$ cat src/rtl/coin_pulse_conditioner.sv
// Turns a raw, bouncy coin-sensor line into clean single-cycle x pulses.
// Coins that arrive while x is still spaced out are queued in a saturating counter.
module coin_pulse_conditioner #(
    parameter int DEBOUNCE_CYCLES = 4,
    parameter int GAP_CYCLES      = 2,
    parameter int PEND_W          = 3
) (
    input  logic              clock,
    input  logic              reset,
    input  logic              coin_raw,
    output logic              x,
    output logic [PEND_W-1:0] pending,
    output logic              busy,
    output logic              overflow
);

    typedef enum logic [1:0] {
        IDLE  = 2'd0,
        PULSE = 2'd1,
        GAP   = 2'd2
    } state_t;

    localparam logic [7:0] DB_LIM   = 8'(DEBOUNCE_CYCLES);
    localparam logic [7:0] GAP_LOAD = (GAP_CYCLES > 0) ? 8'(GAP_CYCLES - 1) : 8'd0;
    localparam logic [PEND_W-1:0] PEND_MAX = '1;
    localparam logic [PEND_W-1:0] PEND_ONE = PEND_W'(1);

    logic              s1_q, s1_d;
    logic              s2_q, s2_d;
    logic              db_q, db_d;
    logic [7:0]        db_cnt_q, db_cnt_d;
    state_t            state_q, state_d;
    logic [7:0]        gap_cnt_q, gap_cnt_d;
    logic [PEND_W-1:0] pending_q, pending_d;
    logic              overflow_q, overflow_d;
    logic              x_q, x_d;
    logic              coin_event;
    logic              issue;

    always_comb begin
        s1_d       = coin_raw;
        s2_d       = s1_q;
        db_d       = db_q;
        db_cnt_d   = 8'd0;
        state_d    = state_q;
        gap_cnt_d  = gap_cnt_q;
        pending_d  = pending_q;
        overflow_d = overflow_q;
        issue      = 1'b0;

        // The debounced level flips on the edge where the disagreement run reaches its limit.
        if (s2_q != db_q) begin
            if (db_cnt_q == DB_LIM - 8'd1) begin
                db_d     = ~db_q;
                db_cnt_d = 8'd0;
            end else begin
                db_cnt_d = db_cnt_q + 8'd1;
            end
        end
        coin_event = ~db_q & db_d;

        case (state_q)
            IDLE: begin
                if (pending_q != '0) begin
                    issue   = 1'b1;
                    state_d = PULSE;
                end
            end
            PULSE: begin
                if (GAP_CYCLES > 0) begin
                    state_d   = GAP;
                    gap_cnt_d = GAP_LOAD;
                end else begin
                    state_d = IDLE;
                end
            end
            GAP: begin
                if (gap_cnt_q == 8'd0) begin
                    state_d = IDLE;
                end else begin
                    gap_cnt_d = gap_cnt_q - 8'd1;
                end
            end
            default: state_d = IDLE;
        endcase

        // A simultaneous arrival and issue cancel out, so only the lone cases move the count.
        if (coin_event && !issue) begin
            if (pending_q == PEND_MAX) begin
                overflow_d = 1'b1;
            end else begin
                pending_d = pending_q + PEND_ONE;
            end
        end else if (!coin_event && issue) begin
            pending_d = pending_q - PEND_ONE;
        end

        x_d = (state_d == PULSE);
    end

    always_ff @(posedge clock) begin
        if (reset) begin
            s1_q       <= 1'b0;
            s2_q       <= 1'b0;
            db_q       <= 1'b0;
            db_cnt_q   <= 8'd0;
            state_q    <= IDLE;
            gap_cnt_q  <= 8'd0;
            pending_q  <= '0;
            overflow_q <= 1'b0;
            x_q        <= 1'b0;
        end else begin
            s1_q       <= s1_d;
            s2_q       <= s2_d;
            db_q       <= db_d;
            db_cnt_q   <= db_cnt_d;
            state_q    <= state_d;
            gap_cnt_q  <= gap_cnt_d;
            pending_q  <= pending_d;
            overflow_q <= overflow_d;
            x_q        <= x_d;
        end
    end

    assign x        = x_q;
    assign pending  = pending_q;
    assign overflow = overflow_q;
    assign busy     = (state_q != IDLE) || (pending_q != '0);

endmodule
$ cat config.mk
export PLATFORM = sky130hd
export DESIGN_NAME = coin_pulse_conditioner
export DESIGN_NICKNAME = d
export VERILOG_FILES = /design/src/rtl/coin_pulse_conditioner.sv
export SDC_FILE = /design/constraint.sdc
export NUM_CORES = 1
export LEC_CHECK = 0
export BUFFER_PORTS_ARGS = -buffer_cell sky130_fd_sc_hd__buf_2
export CAP_MARGIN = 20
export CELL_PAD_IN_SITES_DETAIL_PLACEMENT = 0
export CELL_PAD_IN_SITES_GLOBAL_PLACEMENT = 1
export CORE_AREA = 2 2 60 51
export CTS_BUF_LIST = sky130_fd_sc_hd__clkbuf_4 sky130_fd_sc_hd__clkbuf_8
export DETAILED_ROUTE_END_ITERATION = 10
export DIE_AREA = 0 0 62 53
export PLACE_DENSITY = 0.88
export SLEW_MARGIN = 25
export SYNTH_ARGS = -nofsm -noshare
export SYNTH_HDL_FRONTEND = slang
export SYNTH_SLANG_ARGS = --single-unit
$ cat constraint.sdc
create_clock -name clock -period 3.56 [get_ports clock]
set_input_delay 0.178 -clock clock [delete_from_list [all_inputs] [get_ports clock]]
set_output_delay 0.178 -clock clock [all_outputs]
set_load 0.01 [all_outputs]
After elaboration in Yosys (flattened, before gate mapping)
Index checks and enable logic that the tools add are counted.
{"block": "totals", "elab_cells": 51, "regBits": 26}
{"block": "op_classes", "n_reduce_logical": 15, "bitwise_logic": 3, "eq_ne": 8, "n_addsub": 4, "n_mux": 12}
{"operator": "one-hot mux 8 bit (2 select lines)", "count": 1}
{"operator": "two-way mux 3 bit", "count": 3}
{"operator": "adder 8 x 1 -> 8 bit (second input constant)", "count": 1}
{"operator": "equality test 8 x 2 -> 1 bit (second input constant)", "count": 1}
{"operator": "logical NOT 8 bit", "count": 1}
{"operator": "two-way mux 8 bit", "count": 1}
{"operator": "subtractor 8 x 1 -> 8 bit (second input constant)", "count": 1}
{"operator": "one-hot mux 2 bit (3 select lines)", "count": 1}
{"operator": "AND reduction 2 bit", "count": 3}
{"operator": "nonzero test 2 bit", "count": 3}
{"operator": "equality test 2 x 1 -> 1 bit (second input constant)", "count": 2}
{"operator": "two-way mux 1 bit", "count": 4}
{"operator": "two-way mux 2 bit", "count": 2}
{"operator": "inequality test 2 bit (second input constant)", "count": 2}
{"operator": "adder 3 x 1 -> 3 bit (second input constant)", "count": 1}
{"operator": "equality test 3 bit (second input constant)", "count": 1}
{"operator": "nonzero test 3 bit", "count": 1}
{"operator": "OR reduction 3 bit", "count": 1}
{"operator": "subtractor 3 x 1 -> 3 bit (second input constant)", "count": 1}
{"operator": "equality test 2 bit (second input constant)", "count": 1}
{"operator": "logical AND 1 bit", "count": 2}
{"operator": "logical NOT 1 bit", "count": 2}
{"operator": "logical NOT 2 bit", "count": 1}
{"operator": "NOT 1 bit", "count": 2}
{"operator": "3 further kinds", "count": 3}

Longest topological paths before layout
Gate-level depths: netlist of the first run.
{"block": "depth", "ltp_word": 8, "depth_mapped": 8, "depth_no_buf": 8}

Worst setup path after synthesis of the first run
OpenSTA, ideal clock, no wires.
{"block": "synth_path", "path_type": "flip-flop to flip-flop", "start": "register db_cnt_q[7]", "end": "register pending_q[2], in the netlist pending[2]", "period_less_slack_ns": 2.521, "path_slack_ns": 1.039, "arrival_time_ns": 2.401, "setup_ns": 0.121, "path_stages_with_launch": 8, "path_buffers": 0, "path_cell_list": "dfxtp_1 > or4_1 > and4bb_4 > nand2_1 > fa_1 > or3_1 > mux2i_1 > mux2_2"}
{"block": "synth_between", "elab_chain_cells": 8}
{"item": "start, declared", "line": "31", "source": "logic [7:0] db_cnt_q, db_cnt_d;"}
{"item": "start signal, assigned", "line": "116", "source": "db_cnt_q <= db_cnt_d;"}
{"item": "equality test 8 x 2 -> 1 bit (*)", "line": "53", "source": "if (db_cnt_q == DB_LIM - 8'd1) begin"}
{"item": "two-way mux 1 bit (*)", "line": "53"}
{"item": "two-way mux 1 bit (*)", "line": "52", "source": "if (s2_q != db_q) begin"}
{"item": "bitwise AND 1 bit (*)", "line": "60", "source": "coin_event = ~db_q & db_d;"}
{"item": "logical NOT 1 bit", "line": "94", "source": "end else if (!coin_event && issue) begin"}
{"item": "logical AND 1 bit", "line": "94"}
{"item": "nonzero test 2 bit (no line)"}
{"item": "AND reduction 2 bit (no line)"}
{"item": "end signal, assigned", "line": "119", "source": "pending_q <= pending_d;"}
{"item": "end, declared", "line": "34", "source": "logic [PEND_W-1:0] pending_q, pending_d;"}
Mark *: on every way between the ends. The rest lies on a longest branch, timed or not.
A chain may end at the register's enable or synchronous reset.

Worst setup path after layout of the first run
{"block": "layout_path", "start": "register db_cnt_q[6]", "end": "register pending_q[2], in the netlist pending[2]"}
Same word-level chain as after synthesis.

==> results of run 1 <==
==> power by group <==
part,switching [mW],internal [mW],leakage [nW]
combinational,0.154,0.115,0.277
sequential,0.0366,0.327,0.211
clock,0.0860,0.0625,0.0210
total,0.277,0.504,0.509
==> cells in the mapped netlist <==
library cell,n
o21a_1,1
buf_4,1
o31a_1,1
clkbuf_1,4
nand2b_1,4
or3_1,3
mux2i_1,3
mux2_1,1
nand4_1,1
inv_1,6
mux2_2,2
o22ai_1,1
a21oi_1,4
nor2b_1,5
o41ai_1,2
o32ai_1,1
o211ai_1,2
and4bb_4,1
xnor2_1,5
nor3b_1,1
nor3_1,2
or4_1,2
nor2_1,18
o21ai_0,1
fa_1,1
and2b_1,1
or2_2,1
a31oi_1,1
o2111ai_1,2
dfxtp_1,26
o311ai_2,1
or3b_1,1
xor2_1,2
a22oi_1,1
nand2_1,11
nand3_1,6
nor4_1,2
o31ai_2,1
ha_1,2
and3_1,2
==> final cells by class <==
cell class / count / area, µm² / share of cell area
tap: 38 / 47.5 / 0.0365
timing repair buffer: 8 / 40.0 / 0.0307
sequential: 26 / 520 / 0.400
inverter: 6 / 22.5 / 0.0173
clock buffer: 4 / 36.3 / 0.0279
multi-input combinational: 96 / 636 / 0.488
==> cell families (layout without fill, tap and decap cells) <==
logic type,count (synthesis),count (layout),share of synthesized area
adders and majority gates,3,3,0.0375
and+or+nand+nor,61,61,0.264
buffers and inverters,11,18,0.0375
xor gates and xnor gates,7,7,0.0510
AOI/OAI and AO/OA,19,19,0.124
DFF,26,26,0.433
muxes,6,6,0.0531
==> per-stage QoR <==
| stage | instance area, µm² | hold slack [ns] | utilization | worst slack (ns) | total power, mW |
|---|---|---|---|---|---|
| floorplan | 1200 | 0.306 | - | 1.04 | 0.570 |
| global placement | 1270 | 0.393 | 0.476 | 0.985 | 0.629 |
| detailed placement | 1270 | 0.397 | 0.476 | 0.942 | 0.637 |
| CTS | 1300 | 0.0594 | 0.490 | 0.915 | 0.787 |
| global route | 1300 | 0.0605 | 0.490 | 0.797 | 0.841 |
| finish | 1300 | 0.0662 | 0.490 | 0.914 | 0.781 |
==> state kept, by name (all words and copies together) (netlist names) <==
name / cells
overflow: 1
db_q: 1
s1_q: 1
db_cnt_q: 8
pending: 3
s2_q: 1
x: 1
state_q: 2
gap_cnt_q: 8
==> how the worst max path moves through the flow <==
stage,from,to,slack [ns],depth (start not counted)
after floorplan,db_cnt_q[7],pending[2],1.04,7
after global placement,db_cnt_q[7],pending[2],0.99,7
after detailed placement,db_cnt_q[6],pending[2],0.94,7
after CTS,db_cnt_q[6],pending[2],0.92,7
after global routing,db_cnt_q[0],pending[2],0.80,8
final,db_cnt_q[6],pending[2],0.91,7
==> routing by layer <==
metal  vias to the layer above  routed length (µm)
li1                        477                   -
met1                       439                1130
met2                        11                 937
met3                         4                  56
met4                         0                  23
met5                         -                   0
==> flow_summary.toml, run 1 <==
[power]
ir_worst_vdd_v = 0.000282
p_per_area_nw_per_um2 = 600
power.leakage_nw = 0.509

[critical_path]
critPathTopFamily = "simple AND/OR/NAND/NOR gates"
cp.required_ns = 3.78
max_stage_delay_ns = 0.52
start_kind = "flip-flop"
path_max_fanout = 4
r2r-end = "pending[2]"
critPathArrivalTime_ns = 2.87
r2r_start = "db_cnt_q[6]"
critPathKind = "flip-flop to flip-flop"
path_cells = "or4_1 -> and4bb_4 -> nand2_1 -> fa_1 -> or3_1 -> mux2i_1 -> mux2_2"
critPathBufInv = 0
cp-end-kind = "flip-flop"
slowest_stage = "or4_1"
r2r_slack_ns = 0.91
ff2ff_path_depth = 7

[global_routing]
met3_usage = 0.0293
grt_usage = 0.148
first_global_vias = 830
grt_pass1_wl_um = 3600
grt-ovfl-total = 0
grt_util_met1 = 0.210
grt_use_met2 = 0.219
antenna_found_initial = 0
grt_start_max_net_pins = 22
grt_busiest_layer = "met2"

[clock_network]
clockBufferDepth = 2
cts_sinks = 26
clock_latency_ns = 0.32
cts_setup_buffers = 0
cts_buffers = 3
root_buffer = "clkbuf_4"
h-tree-depth = 1
post_cts_resized = 0
cts_hold_buf = 0
cts_tree = "yes"
clk_pin_slew_ns = 0.14

[placed_design]
dpl.hpwl_um = 1530
routabilityCongestion = 0.788
place_inst = 174
io_buffer_count = 8

[worst_hold_path]
min_from = "coin_raw"
worstHoldPathCells = 2
min_path_type = "input port to flip-flop"
whs_endpoint = "s1_q"

[drt]
drc_errors = 0
routed_wl_um = 2150
wl_per_cell_um = 12.1
detail-route-antenna-nets = 0
avgViaCountPerCell = 5.23
dr.pass1.iters = 4
drt_iter0_drc = 10
vias = 931

[die]
ios = 9
dieArea_um2 = 3290
num_rows = 17
fp.dieH_um = 53
start_util = 0.452
die_w_um = 62
fp.coreArea_um2 = 2660

[logic_synthesis]
synthCells = 133
synth_top_cell_area_share = 0.433
syn-cell-area_um2 = 1200
synth_area_leaders = "dfxtp_1, nor2_1, xnor2_1"
synth.ff_latch_count = 26
synth_top_area_cell = "dfxtp_1"
syn-num-nets = 139
ys_warn_count = 0
avgSynthCellArea_um2 = 9.03
synth_cell_types = 40
synth_seq_area_share = 0.433

[timing]
period_share = 0.743
fin_crit_ns = 2.65
slew_violations = 0
worst_pin_slew_ns = 0.716
rsz0062_at_grt = "false"
max-slew-margin-rel = 0.520
fin_skew_ns = 0.00347
max_freq_mhz = 378
finalHoldViolations = 0
finalSetupViolations = 0
tns_ns = 0

[cells_and_area]
layout_common_cells = "dfxtp_1, nor2_1, nand2_1"
drive_gt1_frac = 0.129
layout.cells.non_filler = 178
nNetsFinal = 147
layout_commonest_cell = "dfxtp_1"
diodes = 0
fillers = 258
syn_to_final_growth_pct = 8.44

[status]
outcome = "finished clean"

[run]
cap_viol_max_count = 0
(Power assumes the default switching activity.)
==> run 2, diff against run 1 <==
--- a/config.mk
+++ b/config.mk
@@ -9,11 +9,11 @@
 export CAP_MARGIN = 20
 export CELL_PAD_IN_SITES_DETAIL_PLACEMENT = 0
 export CELL_PAD_IN_SITES_GLOBAL_PLACEMENT = 1
-export CORE_AREA = 2 2 60 51
+export CORE_AREA = 2 2 63 53
 export CTS_BUF_LIST = sky130_fd_sc_hd__clkbuf_4 sky130_fd_sc_hd__clkbuf_8
 export DETAILED_ROUTE_END_ITERATION = 10
-export DIE_AREA = 0 0 62 53
-export PLACE_DENSITY = 0.88
+export DIE_AREA = 0 0 65 55
+export PLACE_DENSITY = 0.85
 export SLEW_MARGIN = 25
 export SYNTH_ARGS = -nofsm -noshare
 export SYNTH_HDL_FRONTEND = slang
==> constraint.sdc (replaced) <==
create_clock -name clock -period 2.4 [get_ports clock]
set_input_delay 0.12 -clock clock [delete_from_list [all_inputs] [get_ports clock]]
set_output_delay 0.12 -clock clock [all_outputs]
set_load 0.01 [all_outputs]
==> run 2 against run 1 <==
Effect of this change:
- the run now ends with setup timing left
- via count up 3.1%
- design area rose by 6.6%
- clock-buffer cell count fell by 1
- clock power is 61% higher
- hold slack improved by 0.0093 ns
- critical endpoint unchanged
==> flow_summary.toml, run 2 (synthesis gave the netlist of run 1 again) <==
[clock_network]
clockBufferDepth = 2
cts_setup_buffers = 0
clock_latency_ns = 0.26
h-tree-depth = 1
root_buffer = "clkbuf_8"
cts_buffers = 3
cts_tree = "yes"
cts_sinks = 26
cts_hold_buf = 0
clk_pin_slew_ns = 0.08

[global_routing]
first_global_vias = 856
grt_start_max_net_pins = 22
grt_pass1_wl_um = 3670
met3_usage = 0.0304
grt_use_met2 = 0.237
grt_busiest_layer = "met2"
grt_usage = 0.138
grt-ovfl-total = 0
antenna_found_initial = 0
grt_util_met1 = 0.170

[worst_hold_path]
min_from = "coin_raw"
min_path_type = "input port to flip-flop"
whs_endpoint = "s1_q"
worstHoldPathCells = 2

[timing]
finalSetupViolations = 1
fin_crit_ns = 2.49
timing.final.ws_setup_ns = -0.0911
period_share = 1.04
holdWs_ns = 0.0755
fin_skew_ns = 0.00262
slew_violations = 0
rsz0062_at_grt = "true"
worst_pin_slew_ns = 0.699
finalHoldViolations = 0
max-slew-margin-rel = 0.529
max_freq_mhz = 401

[placed_design]
io_buffer_count = 8
routabilityCongestion = 0.740
dpl_cell_area_um2 = 1340
place_ws_ns = -0.106
dpl.hpwl_um = 1670

[critical_path]
r2r_slack_ns = -0.09
critPathKind = "flip-flop to flip-flop"
critPathTopFamily = "simple AND/OR/NAND/NOR gates"
path_cells = "or4_4 -> and4bb_4 -> nand2_2 -> fa_2 -> or3_1 -> mux2i_1 -> mux2_2"
start_kind = "flip-flop"
ff2ff_path_depth = 7
max_stage_delay_ns = 0.52
r2r-end = "pending[2]"
slowest_stage = "or4_4"
critPathArrivalTime_ns = 2.65
path_max_fanout = 2
cp-end-kind = "flip-flop"
r2r_start = "db_cnt_q[5]"
critPathBufInv = 0
cp.required_ns = 2.56

[cells_and_area]
syn_to_final_growth_pct = 15.6
layout_commonest_cell = "dfxtp_1"
final_cell_area_um2 = 1390
layout_common_cells = "dfxtp_1, nor2_1, nand2_1"
diodes = 0
drive_gt1_frac = 0.209
nNetsFinal = 156

[die]
dieArea_um2 = 3580
start_util = 0.407
num_rows = 18
ios = 9
die_w_um = 65
fp.dieH_um = 55
fp.coreArea_um2 = 2950

[power]
power.leakage_nw = 0.556
p_per_area_nw_per_um2 = 879
ir_worst_vdd_v = 0.000541

[drt]
avgViaCountPerCell = 5.11
wl_per_cell_um = 12.2
detail-route-antenna-nets = 0
drt_iter0_drc = 26
routed_wl_um = 2290
vias = 960
dr.pass1.iters = 3
drc_errors = 0

[status]
violations = "setup timing"
outcome = "finished, violations left"

[run]
cap_viol_max_count = 0
## run 2: cell type report
type / count / area, µm²
timing repair buffer: 17 / 108
clock buffer: 3 / 41.3
inverter: 6 / 22.5
tap: 40 / 50.0
sequential: 26 / 523
fill: 299 / 1560
multi-input combinational: 96 / 644
## run 2: routing by layer
metal  vias to the layer above  routed length [µm]
met5                         -                   0
met4                         0                  11
met3                         2                  57
met2                         9                1050
met1                       453                1180
li1                        496                   -
## run 2: worst max path at each step
stage	slack, ns	start	cells past startpoint	to
global placement	-0.08	db_cnt_q[3]	7	pending[2]
floorplan	-0.09	db_cnt_q[3]	7	pending[2]
detailed placement	-0.11	db_cnt_q[3]	7	pending[2]
CTS	-0.08	db_cnt_q[5]	7	pending[2]
finish	-0.09	db_cnt_q[5]	7	pending[2]
global route	-0.18	db_cnt_q[5]	7	pending[2]
## run 2: power by group
part	leakage, nW	internal, mW	total, mW	switching, mW
logic	0.322	0.204	0.455	0.251
clock network	0.0216	0.112	0.240	0.128
registers	0.212	0.485	0.526	0.0412
## run 2: through the flow
stage	util	cells	power, mW	setup TNS (ns)
final	0.471	188	1.22	-0.0911
after global routing	0.471	188	1.31	-0.178
after CTS	0.469	188	1.23	-0.0763
after detailed placement	0.455	185	0.992	-0.106
after global placement	0.455	185	0.977	-0.0808
after floorplan	-	133	0.850	-0.0896
## run 2: repair_timing
action,CTS,global route
endpoints found under the setup margin,1,1
pin swaps,3,1
gates resized for setup,1,1
